===== src/rtl/sub_pkg.sv =====
// Shared definitions for the nibble-serial subtractor: FSM states and nibble size.
package sub_pkg;

  localparam int unsigned NIBBLE = 4;

  typedef enum logic [1:0] {
    IDLE,
    RUN,
    DONE
  } state_t;

endpackage


===== src/rtl/sub4.sv =====
// 4-bit borrow-lookahead subtractor: d = x - y - bin, with all borrows computed in parallel.
module sub4 (
  input  logic [3:0] x,
  input  logic [3:0] y,
  input  logic       bin,
  output logic [3:0] d,
  output logic       bout
);

  logic [3:0] g;
  logic [3:0] p;
  logic [4:0] b;

  // g: this bit borrows on its own; p: this bit passes an incoming borrow through
  assign g = ~x & y;
  assign p = ~(x ^ y);

  assign b[0] = bin;
  assign b[1] = g[0] | (p[0] & bin);
  assign b[2] = g[1] | (p[1] & g[0]) | (p[1] & p[0] & bin);
  assign b[3] = g[2] | (p[2] & g[1]) | (p[2] & p[1] & g[0]) | (p[2] & p[1] & p[0] & bin);
  assign b[4] = g[3] | (p[3] & g[2]) | (p[3] & p[2] & g[1]) | (p[3] & p[2] & p[1] & g[0])
              | (p[3] & p[2] & p[1] & p[0] & bin);

  assign d    = x ^ y ^ b[3:0];
  assign bout = b[4];

endmodule


===== src/rtl/sub_seq.sv =====
// Nibble-serial subtractor diff = x - y - bin with valid/ready handshakes on both sides.
// Define SUB_SEQ_OVF_EN to add the signed-overflow output ovf.
module sub_seq
  import sub_pkg::*;
#(
  parameter int unsigned WIDTH = 16
) (
  input  logic             clk,
  input  logic             rst_n,
  input  logic             in_valid,
  output logic             in_ready,
  input  logic [WIDTH-1:0] x,
  input  logic [WIDTH-1:0] y,
  input  logic             bin,
  output logic             out_valid,
  input  logic             out_ready,
  output logic [WIDTH-1:0] diff,
`ifdef SUB_SEQ_OVF_EN
  output logic             ovf,
`endif
  output logic             bout
);

  localparam int unsigned N  = WIDTH / NIBBLE;
  localparam int unsigned CW = (N > 1) ? $clog2(N) : 1;

  state_t           state;
  state_t           state_next;
  logic [CW-1:0]    cnt;
  logic [WIDTH-1:0] xs;
  logic [WIDTH-1:0] ys;
  logic             br;
  logic [3:0]       d4;
  logic             b4;
  logic             last;

`ifdef SUB_SEQ_OVF_EN
  logic x_msb;
  logic y_msb;
`endif

  sub4 u_sub4 (
    .x    (xs[3:0]),
    .y    (ys[3:0]),
    .bin  (br),
    .d    (d4),
    .bout (b4)
  );

  assign last = (cnt == CW'(N - 1));

  always_ff @(posedge clk or negedge rst_n) begin
    if (!rst_n) state <= IDLE;
    else        state <= state_next;
  end

  always_comb begin
    state_next = state;
    unique case (state)
      IDLE:    if (in_valid)  state_next = RUN;
      RUN:     if (last)      state_next = DONE;
      DONE:    if (out_ready) state_next = IDLE;
      default: state_next = IDLE;
    endcase
  end

  always_comb begin
    in_ready = (state == IDLE);
  end

  always_ff @(posedge clk or negedge rst_n) begin
    if (!rst_n) begin
      cnt       <= '0;
      xs        <= '0;
      ys        <= '0;
      br        <= 1'b0;
      diff      <= '0;
      bout      <= 1'b0;
      out_valid <= 1'b0;
`ifdef SUB_SEQ_OVF_EN
      x_msb     <= 1'b0;
      y_msb     <= 1'b0;
      ovf       <= 1'b0;
`endif
    end else begin
      unique case (state)
        IDLE: begin
          if (in_valid) begin
            xs  <= x;
            ys  <= y;
            br  <= bin;
            cnt <= '0;
`ifdef SUB_SEQ_OVF_EN
            x_msb <= x[WIDTH-1];
            y_msb <= y[WIDTH-1];
`endif
          end
        end
        RUN: begin
          // Shift through a WIDTH+4 concatenation so WIDTH=4 needs no empty slice
          diff <= WIDTH'({d4, diff} >> NIBBLE);
          xs   <= xs >> NIBBLE;
          ys   <= ys >> NIBBLE;
          br   <= b4;
          cnt  <= cnt + CW'(1);
          if (last) begin
            bout      <= b4;
            out_valid <= 1'b1;
`ifdef SUB_SEQ_OVF_EN
            ovf <= (x_msb ^ y_msb) & (x_msb ^ d4[3]);
`endif
          end
        end
        DONE: begin
          if (out_ready) out_valid <= 1'b0;
        end
        default: ;
      endcase
    end
  end

endmodule


===== config.mk =====
export PLATFORM = sky130hd
export DESIGN_NAME = sub_seq
export DESIGN_NICKNAME = d
export VERILOG_FILES = /design/src/rtl/sub_pkg.sv /design/src/rtl/sub4.sv /design/src/rtl/sub_seq.sv
export SDC_FILE = /design/constraint.sdc
export NUM_CORES = 1
export LEC_CHECK = 0
export CAP_MARGIN = 10
export CORE_ASPECT_RATIO = 1.4
export CORE_MARGIN = 1
export CORE_UTILIZATION = 54
export DETAILED_ROUTE_END_ITERATION = 8
export PLACE_DENSITY = 0.85
export SYNTH_ARGS = -nofsm -noshare
export SYNTH_HDL_FRONTEND = slang
export SYNTH_SLANG_ARGS = --single-unit

===== constraint.sdc =====
create_clock -name clk -period 4.5 [get_ports clk]
set_input_delay 0.675 -clock clk [delete_from_list [all_inputs] [get_ports clk]]
set_output_delay 0.675 -clock clk [all_outputs]
set_load 0.005 [all_outputs]

Yosys cells after proc, flatten, opt, wreduce, memory -nomap -nowiden
Cells that the tools add are included.
{"block": "word_totals", "register_bits": 55, "output_inout_bits": 19, "wordCells": 68}
{"block": "classes", "addsub": 1, "eq_ne": 6, "mux": 15, "bitwise_logic": 31, "reduce_logical": 7}
{"cell": "one-hot mux 16 bit (2 select lines)", "count": 2}
{"cell": "two-way mux 16 bit", "count": 2}
{"cell": "AND 1 bit", "count": 16}
{"cell": "OR 1 bit", "count": 10}
{"cell": "two-way mux 2 bit", "count": 4}
{"cell": "NOT 4 bit", "count": 2}
{"cell": "bitwise XOR 4 bit", "count": 2}
{"cell": "inequality test 2 bit, second input constant", "count": 3}
{"cell": "one-hot mux 2 bit (3 select lines)", "count": 1}
{"cell": "AND reduction 3 bit", "count": 2}
{"cell": "AND 4 bit", "count": 1}
{"cell": "equality test 2 bit, second input constant", "count": 2}
{"cell": "one-hot mux 1 bit (2 select lines)", "count": 2}
{"cell": "one-hot mux 2 bit (2 select lines)", "count": 1}
{"cell": "AND reduction 2 bit", "count": 2}
{"cell": "nonzero test 2 bit", "count": 2}
{"cell": "two-way mux 1 bit", "count": 3}
{"cell": "adder 2 x 1 -> 2 bit, second input constant", "count": 1}
{"cell": "equality test 2 x 1 -> 1 bit, second input constant", "count": 1}
{"cell": "logical NOT 2 bit", "count": 1}

Depth between registers and ports, before layout
Gate-level depths: netlist of the first run.
{"block": "depth", "word_depth": 8, "ltp_mapped": 6}

Hierarchy
From an unflattened synthesis of the first run, not the netlist that was laid out.
{"block": "hier_totals", "cells_unflattened": 254, "hier_area_um2": 2558.7}
{"module": "sub_seq", "n_inst": 1, "cells_each": 227, "area_per_inst_um2": 2358.5}
{"module": "sub4", "n_inst": 1, "cells_each": 27, "area_per_inst_um2": 200.2}

Least setup slack after synthesis of the first run
No wires, ideal clock.
{"block": "synth_timing", "kind": "register -> output", "start": "register state[0]", "end": "output in_ready", "arrival_ns": 0.938, "required_ns": 3.825, "setup_slack_ns": 2.887, "path_stages_with_launch": 5, "path_buffers": 3, "path_cell_list": "dfrtp_1 buf_6 buf_2 buf_2 nor2_1"}
{"block": "synth_via", "elab_chain_cells": 1}
{"item": "from (decl)", "line": "sub_seq.sv:27", "text": "state_t state;"}
{"item": "from (signal assigned)", "line": "sub_seq.sv:54", "text": "else state <= state_next;"}
{"item": "logical NOT 2 bit", "line": "sub_seq.sv:68", "text": "in_ready = (state == IDLE);"}
{"item": "to (decl)", "line": "sub_seq.sv:11", "text": "output logic in_ready,"}
No other way between the ends.

Worst setup path after layout of the first run
{"block": "layout_timing", "start": "input in_valid", "end": "register ys[14]"}
{"block": "layout_via", "elab_chain_cells": 2}
{"item": "from (decl)", "line": "sub_seq.sv:10", "text": "input logic in_valid,"}
{"item": "inequality test 2 bit (no line)"}
{"item": "AND reduction 2 bit (no line)"}
{"item": "to (signal assigned)", "line": "sub_seq.sv:90", "text": "ys <= y;"}
{"item": "to (signal assigned)", "line": "sub_seq.sv:103", "text": "ys <= ys >> NIBBLE;"}
{"item": "to (decl)", "line": "sub_seq.sv:31", "text": "logic [WIDTH-1:0] ys;"}
No other way between the ends.
A chain may end at the register's enable or synchronous reset.

==> results.yml, run 1 <==
worst_setup_path:
  cp_data_arrival_time_ps: 2740
  reg2reg_depth: 5
  max_stage_delay_ps: 750
  crit_path_cell_trace: "clkdlybuf4s50_1 > nor2b_1 > nor2b_1 > a22o_1"
  criticalPathCategory: "primary input to flop"
  cpMostUsedCell: "nor2b_1"
  crit_path_start_kind: "primary input"
  cp_slowest_cell: "clkdlybuf4s50_1"
  crit_required_ps: 4750
  worst-path-max-fanout: 11
  critPathCaptureType: "flop"
global_route:
  grt_pass1_wl_um: 8328
  gr-usage-all-layers_pct: 22.10
  grt_pass1_vias: 1867
  gr-total-overflow: 0
  antenna_found_initial: 0
  grt_max_degree: 56
clocking:
  clockBufferDepth: 2
  cts_hold_buf: 0
  post_cts_resized: 0
  clock_latency_ps: 300
  cts_sinks: 55
  cts_buffers: 5
  post_cts_buffers: 0
  cts_tree: "yes"
  path_clk_slew_ps: 90
  htreeDepth: 2
  root_buffer: "clkbuf_8"
place:
  port_buffers: 55
  routabilityCongestion: 0.8143
  place_hpwl_um: 3455
  place_area_um2: 3060
power_and_ir_drop:
  p_seq_share_pct: 40.6
  power_density_nw_per_um2: 663.9
  p_switching_uw: 791.0
  swShare_pct: 37.66
  power_frac_clock_pct: 14.7
  leakage_uw: 0.001387
  peakVddDrop_mv: 0.3396
  p_int_uw: 1309
  combPwrFrac_pct: 44.6
synth:
  synthCells: 244
  yosysWarnings: 0
  syn_nets: 287
  ys_seq_elements: 55
  seq_area_frac_synth_pct: 54.08
  netlist_area_um2: 2545
  synth_cell_types: 32
  synth_area_per_cell_um2: 10.43
sta:
  drv_slew: 0
  tns_ps: 0
  relSlewSlack_pct: 36.71
  fmax_mhz: 401.0
  setup_viol: 0
  skew_ps: 5.248
  worst_pin_slew_ps: 949.3
  post-route-period-util_pct: 55.41
  rsz0062_at_grt: "false"
  period_minus_slack_ps: 2494
  report.final.hold_viol_count: 0
drt:
  drt_iter0_drc: 141
  wirelength_um: 4957
  drtAntennaViolNets: 0
  wl_per_cell_um: 14.04
  drcViolationCount: 0
  drtPass1Iterations: 4
  vias: 1900
  via_per_inst: 5.382
die:
  start_util_pct: 56.11
  dieArea_um2: 4995
  coreArea_um2: 4536
  die-height_um: 83.23
  chipWidth_um: 60.02
  rows: 29
  pin_count: 56
hold_path:
  hp-class: "flop to flop"
  worstHoldPathCells: 2
cells_and_area:
  area_growth_pct: 24.29
  design_area_um2: 3163
  drive_gt1_share_pct: 7.216
  regArea_um2: 1376
  multi_input_area_um2: 1013
  fill_cells: 358
  fin_nets: 334
  diodes: 0
run_status:
  status: "completed"
run:
  maxCapViolations: 0
## final timing paths
kind | endpoint | startpoint | slack, ps
setup / recovery | ys[14]$_DFFE_PN0P_ | in_valid | 2010
hold / removal | diff[2]$_DFFE_PN0P_ | diff[2]$_DFFE_PN0P_ | 480
setup reg to reg | bout$_DFFE_PN0P_ | state[1]$_DFFE_PN0P_ | 2430
hold reg to reg | diff[2]$_DFFE_PN0P_ | diff[2]$_DFFE_PN0P_ | 480
max in group asynchronous | xs[3]$_DFFE_PN0P_ | rst_n | 3560
min in group asynchronous | state[1]$_DFFE_PN0P_ | rst_n | 490
## synthesized netlist by cell type
cell type / number / area share (%)
nand2_1: 59 / 8.7
dfrtp_1: 55 / 54
o21ai_1: 26 / 5.1
a22oi_1: 18 / 5.3
a22o_1: 9 / 3.1
a21oi_1: 8 / 1.6
buf_2: 8 / 1.6
a22oi_2: 7 / 3.4
nor2b_1: 7 / 1.7
buf_6: 5 / 2.2
ha_1: 5 / 2.5
inv_1: 5 / 0.74
o21ai_0: 5 / 0.98
buf_4: 4 / 1.2
a2bb2oi_1: 3 / 1.0
a211oi_1: 2 / 0.59
nor2_1: 2 / 0.30
xor2_1: 2 / 0.69
a21o_1: 1 / 0.30
and2b_1: 1 / 0.30
buf_1: 1 / 0.15
fa_1: 1 / 0.79
inv_4: 1 / 0.25
mux2i_1: 1 / 0.39
nand2_4: 1 / 0.44
nand3_1: 1 / 0.20
nor2b_4: 1 / 0.54
o211ai_1: 1 / 0.30
o21ai_4: 1 / 0.64
o21bai_1: 1 / 0.30
o22a_1: 1 / 0.34
o31ai_1: 1 / 0.30
## flip-flops by register name, indices dropped and copies added (netlist names)
signal	count
out_valid	1
bout	1
br	1
state	2
diff	16
ys	16
xs	16
cnt	2
## metal layers
layer	vias up	wire [um]	global-route usage (%)
met1	897	2130	26.40
met3	6	177	4.984
met2	61	2575	38.08
met5	-	0	0
met4	0	73	7.188
li1	936	-	-
## cell type report
cell class              count  share of cell area (%)
flip-flops and latches     55                   43.51
multi-input cells         165                   32.04
repair buffers             58                   17.96
well taps                  62                   2.453
clock buffers               6                   2.294
clock inverters             1                  0.9494
inverters                   6                  0.7911
## placed cells by master (no fill, tap or decap), types with 7 or more instances in the layout
| cell | n |
|---|---|
| nor2b_1 | 7 |
| o21ai_1 | 26 |
| dfrtp_1 | 55 |
| a22oi_2 | 7 |
| a21oi_1 | 8 |
| a22o_1 | 9 |
| clkdlybuf4s50_1 | 54 |
| nand2_1 | 59 |
| a22oi_1 | 18 |
## critical path, delay by kind of cell
kind / cells / cell delay (ps)
buffers and inverters: 1 / 750
and+or+nand+nor: 2 / 1090
AOI/OAI and AO/OA: 1 / 220
## logic make-up (layout without fill, tap and decap cells)
| logic type | Yosys count | after routing | share of synthesized area [%] |
|---|---|---|---|
| compound gates | 84 | 84 | 23.30 |
| simple gates | 72 | 72 | 12.19 |
| fa+ha+maj | 6 | 6 | 3.245 |
| flops | 55 | 55 | 54.08 |
| mux | 1 | 1 | 0.3933 |
| buf+inv | 24 | 71 | 6.096 |
| xor+xnor | 2 | 2 | 0.6884 |
## per-stage QoR
step / cells / total power (uW) / utilization (%) / hold WS (ps) / setup slack, ps
3_5_place_dp: 346 / 1807 / 67.48 / 461.4 / 1664
5_1_grt: 353 / 2262 / 69.74 / 511.2 / 1774
6_report: 353 / 2100 / 69.74 / 480.7 / 2006
2_1_floorplan: 244 / 1520 / - / 379.4 / 2887
3_3_place_gp: 346 / 1760 / 67.48 / 459.1 / 1745
4_1_cts: 353 / 2117 / 69.74 / 482.1 / 1976
## power groups by stage
stage,clock [uW],combinational [uW],sequential (uW)
final,309,937,854
after floorplan,0,689,831
after CTS,315,949,852
after global routing,337,1050,878
after detailed placement,0,947,860
after global placement,0,908,852
Note: power is estimated with default switching activity, not from simulation.
==> inputs of run 2 (changes only) <==
CORE_UTILIZATION = 45   (was 54)
PLACE_DENSITY = 0.75   (was 0.85)
clock period = 2.1 ns   (was 4.5 ns; I/O delays follow)
==> run 2 against run 1 <==
Against the previous run:
- clock skew increased by 1.0 ps
- combinational power is 130% higher
- global-route usage decreased by 2.1 points
- flip-flop and latch count is the same
- critical path depth shrank 2
- count of clock-buffer cells in the layout rose by 1
- sequential share of layout area down 0.93 points
- clock power grew 110%
- routed wire length grew 5.3%
- total power up 120%
- critical path type is now flop to primary output
- critical endpoint is now in_ready
==> results.yml, run 2 (synthesis gave the netlist of run 1 again) <==
power_and_ir_drop:
  peakVddDrop_mv: 0.5801
  leakage_uw: 0.001425
  power_density_nw_per_um2: 1418
  p_total_uw: 4583
sta:
  worst_pin_slew_ps: 709.6
  setup_viol: 0
  post-route-period-util_pct: 82.26
  tns_ps: 0
  rsz0062_at_grt: "false"
  report.final.hold_viol_count: 0
  period_minus_slack_ps: 1728
  fmax_mhz: 578.9
  relSlewSlack_pct: 52.69
  skew_ps: 6.256
  timing.hold.ws_ps: 129.1
  drv_slew: 0
global_route:
  antenna_found_initial: 0
  grt_max_degree: 56
  gr-usage-all-layers_pct: 19.96
  gr-total-overflow: 0
  grt_pass1_wl_um: 9239
  grt_pass1_vias: 1960
die:
  dieArea_um2: 5964
  die-height_um: 90.98
  start_util_pct: 46.40
  rows: 32
  chipWidth_um: 65.56
  coreArea_um2: 5485
  pin_count: 56
drt:
  wirelength_um: 5219
  vias: 1950
  via_per_inst: 5.299
  wl_per_cell_um: 14.18
  drcViolationCount: 0
  drt_iter0_drc: 79
  drtPass1Iterations: 4
  drtAntennaViolNets: 0
clocking:
  post_cts_buffers: 0
  clock_latency_ps: 310
  cts_buffers: 5
  htreeDepth: 2
  clockBufferDepth: 2
  path_clk_slew_ps: 100
  cts_sinks: 55
  root_buffer: "clkbuf_8"
  post_cts_resized: 0
  cts_hold_buf: 0
  cts_tree: "yes"
cells_and_area:
  reg.largest.list: "diff x16, xs x16, ys x16"
  stdcell_count: 368
  design_area_um2: 3232
  area_growth_pct: 26.99
  drive_gt1_share_pct: 10.33
  final_common_cell: "nand2_1"
  fin_nets: 342
  diodes: 0
  final_cell_mix: "nand2_1, dfrtp_1, clkdlybuf4s50_1"
  fill_cells: 486
worst_setup_path:
  r2r_start: "state[0]$_DFFE_PN0P_"
  worstSetupEndpoint: "in_ready"
  rrSetupSlack_ps: 500
  cp_data_arrival_time_ps: 1410
  reg2reg_depth: 5
  cp_slowest_cell: "clkdlybuf4s50_1"
  crit_path_cell_trace: "nor2_1 > clkdlybuf4s50_1"
  critPathCaptureType: "primary output"
  criticalPathCategory: "flop to primary output"
  r2r_end: "bout$_DFFE_PN0P_"
  crit_required_ps: 1780
  crit_path_start_kind: "flop"
  crit_start: "state[1]$_DFFE_PN0P_"
  worst-path-max-fanout: 6
  max_stage_delay_ps: 500
run_status:
  status: "completed"
place:
  post-place-cells: 360
  routabilityCongestion: 0.7340
  place_hpwl_um: 3719
  port_buffers: 55
  place_area_um2: 3128
hold_path:
  hp-class: "primary input to asynchronous set/reset pin"
run:
  maxCapViolations: 0
-- run 2: cell types whose count changed in the layout (fill, tap and decap cells not counted), sizes merged --
cell,change
buf,+8
bufinv,-1
clkbuf,+1
clkinvlp,+1
-- run 2: power by group --
part | leakage [uW] | internal [uW] | switching (uW)
Sequential | 0.000709 | 1510 | 325
Clock | 0.0000505 | 300 | 338
Combinational | 0.000666 | 1030 | 1080
-- run 2: worst min-delay path by stage --
stage	cells past startpoint	to	slack, ps
floorplan	0	bout$_DFFE_PN0P_	20
global placement	2	diff[3]$_DFFE_PN0P_	460
detailed placement	2	diff[0]$_DFFE_PN0P_	460
CTS	2	state[0]$_DFFE_PN0P_	150
global route	2	state[0]$_DFFE_PN0P_	190
finish	2	xs[11]$_DFFE_PN0P_	130
-- run 2: cell type report --
cell class	instances	area (um^2)	area share, %
repair buffers	66	628.1	19.43
flip-flops and latches	55	1376	42.59
well taps	68	85.08	2.633
clock buffers	7	96.34	2.981
clock inverters	1	7.507	0.2323
inverters	6	25.02	0.7743
multi-input cells	165	1013	31.36
-- run 2: metrics by stage --
stage / setup slack [ps] / utilization, %
global route: 304.9 / 58.92
global placement: 431.0 / 57.03
finish: 372.4 / 58.92
detailed placement: 409.5 / 57.03
CTS: 346.6 / 58.92
floorplan: 674.2 / -
-- run 2: critical path, delay by kind of cell, from the launching register on --
kind                   cells  cell delay (ps)
and+or+nand+nor            1              130
DFF                        1              480
buffers and inverters      1              500
-- run 2: per-layer routing --
layer	GRT usage (%)	share of wire [%]
met2	33.16	51
met5	0	0
met3	4.020	3.1
met4	5.978	1.2
met1	25.87	44
==> inputs of run 3 (changes only) <==
clock period = 1.4 ns   (was 2.1 ns; I/O delays follow)
==> run 3 against run 2 <==
Against the previous run:
- the flow now finishes with violations (setup timing)
- non-clock buffer count increased by 44
- clock power increased by 58%
- setup slack worse by 450 ps
- first-iteration DRC count rose by 81%
- register-to-register slack got worse by 580 ps
- routed wire length grew 18%
- combinational power rose by 120%
- flip-flop and latch count stayed put
- design area is 16% higher
- sequential share of layout area is 6.0 points lower
- global-route usage increased by 1.1 points
- highest routed layer unchanged
==> results.yml, run 3 (synthesis gave the netlist of run 1 again) <==
run_status:
  status: "complete, but fails checks"
  violations: "setup timing"
global_route:
  gr-total-overflow: 0
  grt_max_degree: 56
  antenna_found_initial: 0
  grt_pass1_vias: 2117
  grt_pass1_wl_um: 9811
  gr-usage-all-layers_pct: 21.11
clocking:
  cts_tree: "yes"
  root_buffer: "clkbuf_8"
  htreeDepth: 2
  clock_latency_ps: 310
  clockBufferDepth: 2
  cts_sinks: 55
  cts_buffers: 5
  path_clk_slew_ps: 90
sta:
  period_minus_slack_ps: 1475
  fin_ws_ps: -75.33
  worst_pin_slew_ps: 349.7
  post-route-period-util_pct: 105.4
  report.final.hold_viol_count: 0
  rsz0062_at_grt: "true"
  fmax_mhz: 677.8
  setup_viol: 8
  skew_ps: 2.241
  timing.hold.ws_ps: 405.8
  relSlewSlack_pct: 76.60
  drv_slew: 0
worst_setup_path:
  cp_slowest_cell: "dfrtp_1"
  crit_path_start_kind: "flop"
  critPathCaptureType: "flop"
  crit_buf_inv: 1
  max_stage_delay_ps: 420
  criticalPathCategory: "flop to flop"
  worst-path-max-fanout: 2
  cp_data_arrival_time_ps: 1710
  cpLargestDelayFamily: "compound AO/OA/AOI/OAI gates"
  crit_required_ps: 1630
  crit_path_cell_trace: "inv_2 > ha_4 > a211oi_4 > o21bai_2 > xor2_1 > o21ai_1"
drt:
  wl_per_cell_um: 15.04
  vias: 2186
  wirelength_um: 6181
  drt_iter0_drc: 143
  drcViolationCount: 0
  drtAntennaViolNets: 0
  via_per_inst: 5.319
  drtPass1Iterations: 4
cells_and_area:
  fin_nets: 386
  final_cell_mix: "nand2_1, dfrtp_1, buf_4"
  design_area_um2: 3764
  final_common_cell: "nand2_1"
  fill_cells: 417
  reg.largest.list: "diff x16, xs x16, ys x16"
  drive_gt1_share_pct: 24.20
  diodes: 0
  area_growth_pct: 47.89
  utilization_pct: 68.61
hold_path:
  hp-class: "primary input to asynchronous set/reset pin"
die:
  start_util_pct: 46.40
  chipWidth_um: 65.56
  die-height_um: 90.98
  dieArea_um2: 5964
  pin_count: 56
  coreArea_um2: 5485
  rows: 32
place:
  port_buffers: 55
  place_area_um2: 3256
  place_hpwl_um: 3736
  routabilityCongestion: 0.7718
power_and_ir_drop:
  peakVddDrop_mv: 1.027
  p_total_uw: 8354
  leakage_uw: 0.001894
  power_density_nw_per_um2: 2220
run:
  maxCapViolations: 0
[run 3: worst reg2reg max path: stages (launching register included)]
cell      delay, ps
dfrtp_1         420
inv_2            90
ha_4            210
a211oi_4        260
o21bai_2        120
xor2_1          160
o21ai_1         150
[run 3: area by class of cell]
class / instances / area [um^2] / area share, %
Sequential cell: 55 / 1378 / 36.60
Timing Repair Buffer: 110 / 1100 / 29.22
Multi-Input combinational cell: 165 / 1074 / 28.52
Tap cell: 68 / 85.08 / 2.261
Clock buffer: 6 / 72.57 / 1.928
Clock inverter: 1 / 30.03 / 0.7979
Inverter: 6 / 25.02 / 0.6649
[run 3: metrics by stage]
step           instances  setup TNS (ps)  setup WS (ps)
6_report             411          -236.8         -75.33
5_1_grt              411           -1120         -111.6
4_1_cts              396          -63.35         -36.47
3_5_place_dp         373           -2729         -161.5
3_3_place_gp         373           -1864         -108.3
2_1_floorplan        244               0          18.78
[run 3: what timing repair did]
action,CTS,global route
buffers inserted,15,12
cloned,0,3
hold buffers,1,0
setup endpoints to repair,18,49
pin swaps,4,2
endpoints found under the hold margin,55,0
gates resized for setup,11,30
[run 3: worst paths after layout]
path                                          start                   end  slack [ps]  cells after the start
min in group clk                diff[1]$_DFFE_PN0P_   diff[1]$_DFFE_PN0P_         480                      2
worst min-delay path                          rst_n   diff[1]$_DFFE_PN0P_         410                      3
worst max-delay path              xs[0]$_DFFE_PN0P_  diff[15]$_DFFE_PN0P_         -80                      6
max in group asynchronous                     rst_n  diff[14]$_DFFE_PN0P_         730                      3
worst max register to register    xs[0]$_DFFE_PN0P_  diff[15]$_DFFE_PN0P_         -80                      6
worst min register to register  diff[1]$_DFFE_PN0P_   diff[1]$_DFFE_PN0P_         480                      2
[run 3: report_power, final]
part	internal (uW)	switching (uW)
sequential	2260	436
combinational	2500	2140
clock	525	488
total	5290	3060
[run 3: metal layers]
layer  track usage, %  wire (um)  vias up
li1                 -          -     1046
met3            4.146        242        8
met2            35.82       3350       69
met1            27.34       2505     1063
met5                0          0        -
met4            4.891         83        0
